File: src/rtl/alu_ctrl_md_seq_if.sv
// Decode/sequencer bus between the main control unit and the ALU control unit.
// The master drives the instruction fields; the slave returns the control outputs.
interface alu_ctrl_md_seq_if #(
  parameter int CTRL_W = 4
);
  logic              valid_in;
  logic [1:0]        alu_op;
  logic [5:0]        func;
  logic [CTRL_W-1:0] alu_ctrl;
  logic              illegal;
  logic              md_start;
  logic [1:0]        md_op;
  logic              md_busy;
  logic              hilo_we;
  logic              stall;

  modport master (
    output valid_in, alu_op, func,
    input  alu_ctrl, illegal, md_start, md_op, md_busy, hilo_we, stall
  );

  modport slave (
    input  valid_in, alu_op, func,
    output alu_ctrl, illegal, md_start, md_op, md_busy, hilo_we, stall
  );
endinterface

File: src/rtl/alu_ctrl_md_seq.sv
// ALU control decode plus a multi-cycle MULT/DIV sequencer (start, busy count,
// HI/LO write, dependent-instruction stall).
module alu_ctrl_md_seq #(
  parameter int CTRL_W  = 4,
  parameter int MD_EN   = 1,
  parameter int MUL_LAT = 4,
  parameter int DIV_LAT = 32
) (
  input logic              clk,
  input logic              rst_n,
  alu_ctrl_md_seq_if.slave bus
);
  localparam bit MD     = (MD_EN != 0);
  localparam int MAXLAT = (MUL_LAT > DIV_LAT) ? MUL_LAT : DIV_LAT;
  localparam int CW     = (MAXLAT > 1) ? $clog2(MAXLAT) : 1;
  localparam logic [CW-1:0] MUL_LD = CW'(MUL_LAT - 1);
  localparam logic [CW-1:0] DIV_LD = CW'(DIV_LAT - 1);

  typedef enum logic [1:0] {IDLE, BUSY, DONE} state_t;

  state_t            state, state_nx;
  logic [CW-1:0]     cnt;
  logic [1:0]        md_op_q;
  logic [3:0]        code;
  logic              legal, is_md, is_hl;
  logic              start, done;
  logic [CTRL_W-1:0] ctrl_ext;

  always_comb begin
    code  = 4'h0;
    legal = 1'b1;
    is_md = 1'b0;
    is_hl = 1'b0;
    case (bus.alu_op)
      2'b00: code = 4'h0;
      2'b01: code = 4'h1;
      2'b11: code = 4'h3;
      default: begin
        case (bus.func)
          6'b100000, 6'b100001: code = 4'h0;
          6'b100010, 6'b100011: code = 4'h1;
          6'b100100: code = 4'h2;
          6'b100101: code = 4'h3;
          6'b100110: code = 4'h4;
          6'b100111: code = 4'h5;
          6'b101010: code = 4'h6;
          6'b101011: code = 4'h7;
          6'b000000: code = 4'h8;
          6'b000010: code = 4'h9;
          6'b000011: code = 4'hA;
          6'b010000: begin
            code  = MD ? 4'hB : 4'h0;
            legal = MD;
            is_hl = MD;
          end
          6'b010010: begin
            code  = MD ? 4'hC : 4'h0;
            legal = MD;
            is_hl = MD;
          end
          6'b011000, 6'b011001, 6'b011010, 6'b011011: begin
            legal = MD;
            is_md = MD;
          end
          default: legal = 1'b0;
        endcase
      end
    endcase
  end

  always_comb begin
    state_nx = state;
    start    = 1'b0;
    done     = 1'b0;
    case (state)
      IDLE: if (bus.valid_in && is_md) begin
        start    = 1'b1;
        state_nx = BUSY;
      end
      BUSY: if (cnt == '0) state_nx = DONE;
      DONE: begin
        done     = 1'b1;
        state_nx = IDLE;
      end
      default: state_nx = IDLE;
    endcase
    // Every observable output except md_op is held low while reset is asserted.
    start = start && rst_n;
    done  = done && rst_n;
  end

  always_ff @(posedge clk) begin
    if (!rst_n) begin
      state   <= IDLE;
      cnt     <= '0;
      md_op_q <= '0;
    end else begin
      state <= state_nx;
      if (start) begin
        md_op_q <= bus.func[1:0];
        cnt     <= bus.func[1] ? DIV_LD : MUL_LD;
      end else if (state == BUSY && cnt != '0) begin
        cnt <= cnt - CW'(1);
      end
    end
  end

  always_comb begin
    ctrl_ext      = '0;
    ctrl_ext[3:0] = code;
    if (!rst_n) ctrl_ext = '0;
  end

  assign bus.alu_ctrl = ctrl_ext;
  assign bus.illegal  = rst_n && bus.valid_in && !legal;
  assign bus.md_start = start;
  assign bus.md_op    = md_op_q;
  assign bus.md_busy  = rst_n && (state != IDLE);
  assign bus.hilo_we  = done;
  assign bus.stall    = rst_n && bus.valid_in && (state != IDLE) && (is_md || is_hl);
endmodule
File: src/flat_wrapper.sv
// flat-port wrapper written by rule: the top's interface ports become plain ports
module alu_ctrl_md_seq_flat 
#(
  parameter int CTRL_W  = 4,
  parameter int MD_EN   = 1,
  parameter int MUL_LAT = 4,
  parameter int DIV_LAT = 32
)
  (clk, rst_n, bus_valid_in, bus_alu_op, bus_func, bus_alu_ctrl, bus_illegal, bus_md_start, bus_md_op, bus_md_busy, bus_hilo_we, bus_stall);
  alu_ctrl_md_seq_if #(.CTRL_W(CTRL_W)) bus_i ();
  input logic clk;
  input logic rst_n;
  input wire logic [$bits(bus_i.valid_in)-1:0] bus_valid_in;
  input wire logic [$bits(bus_i.alu_op)-1:0] bus_alu_op;
  input wire logic [$bits(bus_i.func)-1:0] bus_func;
  output wire logic [$bits(bus_i.alu_ctrl)-1:0] bus_alu_ctrl;
  output wire logic [$bits(bus_i.illegal)-1:0] bus_illegal;
  output wire logic [$bits(bus_i.md_start)-1:0] bus_md_start;
  output wire logic [$bits(bus_i.md_op)-1:0] bus_md_op;
  output wire logic [$bits(bus_i.md_busy)-1:0] bus_md_busy;
  output wire logic [$bits(bus_i.hilo_we)-1:0] bus_hilo_we;
  output wire logic [$bits(bus_i.stall)-1:0] bus_stall;
  assign bus_i.valid_in = bus_valid_in;
  assign bus_i.alu_op = bus_alu_op;
  assign bus_i.func = bus_func;
  assign bus_alu_ctrl = bus_i.alu_ctrl;
  assign bus_illegal = bus_i.illegal;
  assign bus_md_start = bus_i.md_start;
  assign bus_md_op = bus_i.md_op;
  assign bus_md_busy = bus_i.md_busy;
  assign bus_hilo_we = bus_i.hilo_we;
  assign bus_stall = bus_i.stall;
  alu_ctrl_md_seq #(.CTRL_W(CTRL_W), .MD_EN(MD_EN), .MUL_LAT(MUL_LAT), .DIV_LAT(DIV_LAT)) u_core (.clk(clk), .rst_n(rst_n), .bus(bus_i));
endmodule
File: config.mk
export PLATFORM = sky130hd
export DESIGN_NAME = alu_ctrl_md_seq_flat
export DESIGN_NICKNAME = d
export VERILOG_FILES = /design/src/rtl/alu_ctrl_md_seq_if.sv /design/src/rtl/alu_ctrl_md_seq.sv /design/src/flat_wrapper.sv
export SDC_FILE = /design/constraint.sdc
export NUM_CORES = 1
export LEC_CHECK = 0
export ABC_AREA = 1
export BUFFER_PORTS_ARGS = -buffer_cell sky130_fd_sc_hd__buf_2
export CORE_UTILIZATION = 55
export CTS_BUF_LIST = sky130_fd_sc_hd__clkbuf_8
export CTS_CLUSTER_DIAMETER = 200
export DETAILED_ROUTE_END_ITERATION = 8
export PLACE_DENSITY = 0.82
export SYNTH_ARGS = -nofsm -noshare
export SYNTH_HDL_FRONTEND = slang
export SYNTH_SLANG_ARGS = --single-unit
File: constraint.sdc
create_clock -name clk -period 4 [get_ports clk]
set_clock_uncertainty 0.2 [all_clocks]
set_input_delay 0.6 -clock clk [delete_from_list [all_inputs] [get_ports clk]]
set_output_delay 0.6 -clock clk [all_outputs]
set_load 0.02 [all_outputs]
==> flow_metrics.tcl <==
set metrics [dict create \
    p_leak_uw 0.000564 \
    period_needed_ps 2440 \
    crit_arrival_ps 1640 \
    die_w_um 40.2 \
    post_cts_buffers 0 \
    vdd_drop_max_mv 0.262 \
    routed_via_density 5.16 \
    place_congestion 0.935 \
    cap_violations 0 \
    vias 914 \
    final_cells 177 \
    floorplan.initialDensity 0.603 \
    max_clock_freq_mhz 410 \
    grt_use_total 0.263 \
    drt-initial-drc-count 18 \
    ys_ff_latch 9 \
    cts_hold_buf 0 \
    clk_path_buf_depth 2 \
    relSlewSlack 0.785 \
    drc 0 \
    finalSetupViolCount 0 \
    synth_cells 138 \
    drive_above_1_share 0.259 \
    nNetsFinal 176 \
    period_share 0.610 \
    placed_cells 173 \
    final_util 0.726 \
    grt_pass1_vias 682 \
    numCtsBuffers 3 \
    cp-start-kind "input pin" \
    worst_slack_ps 1560 \
    crit_type "in2out" \
    clk_pin_slew_worst_paths_ps 40 \
    wirelength_um 1810 \
    hold_violations 0 \
    place_hpwl_um 1460 \
    setup_tns_ps 0 \
    dieArea_um2 1620 \
    cts_resized 0 \
    core_area_um2 1330 \
    worstPathRequired_ps 3200 \
    run_status "finished clean" \
    hp-start "u_core.bus.md_op[1]" \
    grt_pass1_wl_um 2780 \
    ys_seq_area_frac 0.224 \
    design_power_total_uw 232 \
    r2r_slack_ps 2380 \
    powerDensity_nw_per_um2 240 \
    ant_nets 0 \
    endpoint_kind "output pin" \
    rsz0062_at_grt "false" \
    numPortBuffers 21 \
    cts_tree "done" \
    antenna_found_initial 0 \
    synth_top_area_share 0.224 \
    syn_to_final_growth_pct 20.4 \
    synth.area.top_cells "dfxtp_1 (22%), nand2_1 (13%), nand3_1 (12%)" \
    pre_cts_ws_ps 1580 \
    grt_max_degree 12 \
    grt-ovfl-total 0 \
    drv_slew 0 \
    die_h_um 40.2 \
    critPathMaxFanout 5 \
    numClockSinks 9 \
    synth_top_area_cell "dfxtp_1" \
    htreeDepth 1 \
    clock_latency_ps 230 \
    mappedNetlistNets 151 \
    rr_startpoint "u_core.cnt[0]" \
    wl_per_cell_um 10.2 \
    crit_start "bus_func[3]" \
    synth_area_um2 805 \
    synth_area_per_cell_um2 5.83 \
    yosysWarningCount 0 \
    ios 22 \
    yosysUniqueCellTypes 22 \
    drt_pre_antenna_iters 4 \
    n_antenna_cell 0 \
    root_buffer "clkbuf_8" \
    worst_pin_slew_ps 323 \
    rows 13 \
    min_path_type "reg2reg" \
]
-- sequential cells by signal (all words and copies together), names as in the netlist --
register and flops:
u_core.state 2, u_core.cnt 5, u_core.bus.md_op 2
-- Yosys cell counts --
cell type	count
nand2_1	27
inv_1	20
nand3_1	19
nor2_1	18
dfxtp_1	9
inv_2	7
a21oi_1	5
nand4_1	5
nor2_2	4
o21ai_1	4
nor3_1	3
o21ai_0	3
ha_1	2
nand2_2	2
nand3_2	2
nor2_4	2
and2_1	1
and3_1	1
buf_2	1
nand4_2	1
xnor2_1	1
xor2_1	1
-- worst max-delay path, cell delays in order --
cell and delay [ps]:
buf_2 130, nor2_2 210, inv_2 60, nor2_1 140, nand2_1 80, o21ai_1 110, and3_1 160, buf_2 150
-- report_power, final --
part / internal, µW / leakage, µW / switching (µW)
Sequential: 90.5 / 0.0000725 / 0.246
Combinational: 13.0 / 0.000465 / 26.6
Clock: 66.7 / 0.0000269 / 34.9
-- cells by family (layout without fill, tap and decap cells) --
| logic type | after synthesis | count (layout) | synth area share |
|---|---|---|---|
| simple gates | 85 | 85 | 0.516 |
| buf+inv | 28 | 52 | 0.132 |
| compound gates | 12 | 12 | 0.0746 |
| flops | 9 | 9 | 0.224 |
| fa+ha+maj | 2 | 2 | 0.0311 |
| xor+xnor | 2 | 2 | 0.0218 |
-- path summary, 6_finish.rpt --
path,to,depth (start not counted)
worst max-delay path,bus_stall,8
worst min-delay path,u_core.bus.md_op[1],2
worst max register to register,u_core.cnt[3],10
worst min register to register,u_core.bus.md_op[1],2
-- stage by stage --
stage                     hold WS (ps)  cell area (µm²)
after global routing               308              968
after detailed placement           271              923
final                              269              968
after CTS                          273              968
after floorplan                    300              805
after global placement             255              923
-- final cells by class --
class,count,area (µm²)
Inverter,27,101
Tap cell,15,18.8
Fill cell,125,365
Sequential cell,9,180
Clock inverter,1,3.75
Clock buffer,3,41.3
Timing Repair Buffer,21,105
Multi-Input combinational cell,101,518
-- layer usage --
layer	track usage	wire length [µm]
met5	0	0
met4	0.0500	12
met3	0.0833	161
met1	0.350	869
met2	0.415	766
-- cells in the final DEF, fill, tap and decap left out, drive strengths merged --
cell type  Yosys  final
buf            1     21
nand3         21     21
ha             2      2
inv           27     28
nor2          24     24
o21ai          7      7
xnor2          1      1
a21oi          5      5
and3           1      1
nand2         29     29
clkbuf         0      3
nor3           3      3
nand4          6      6
and2           1      1
xor2           1      1
dfxtp          9      9
Power figures use the tool's default switching activity.
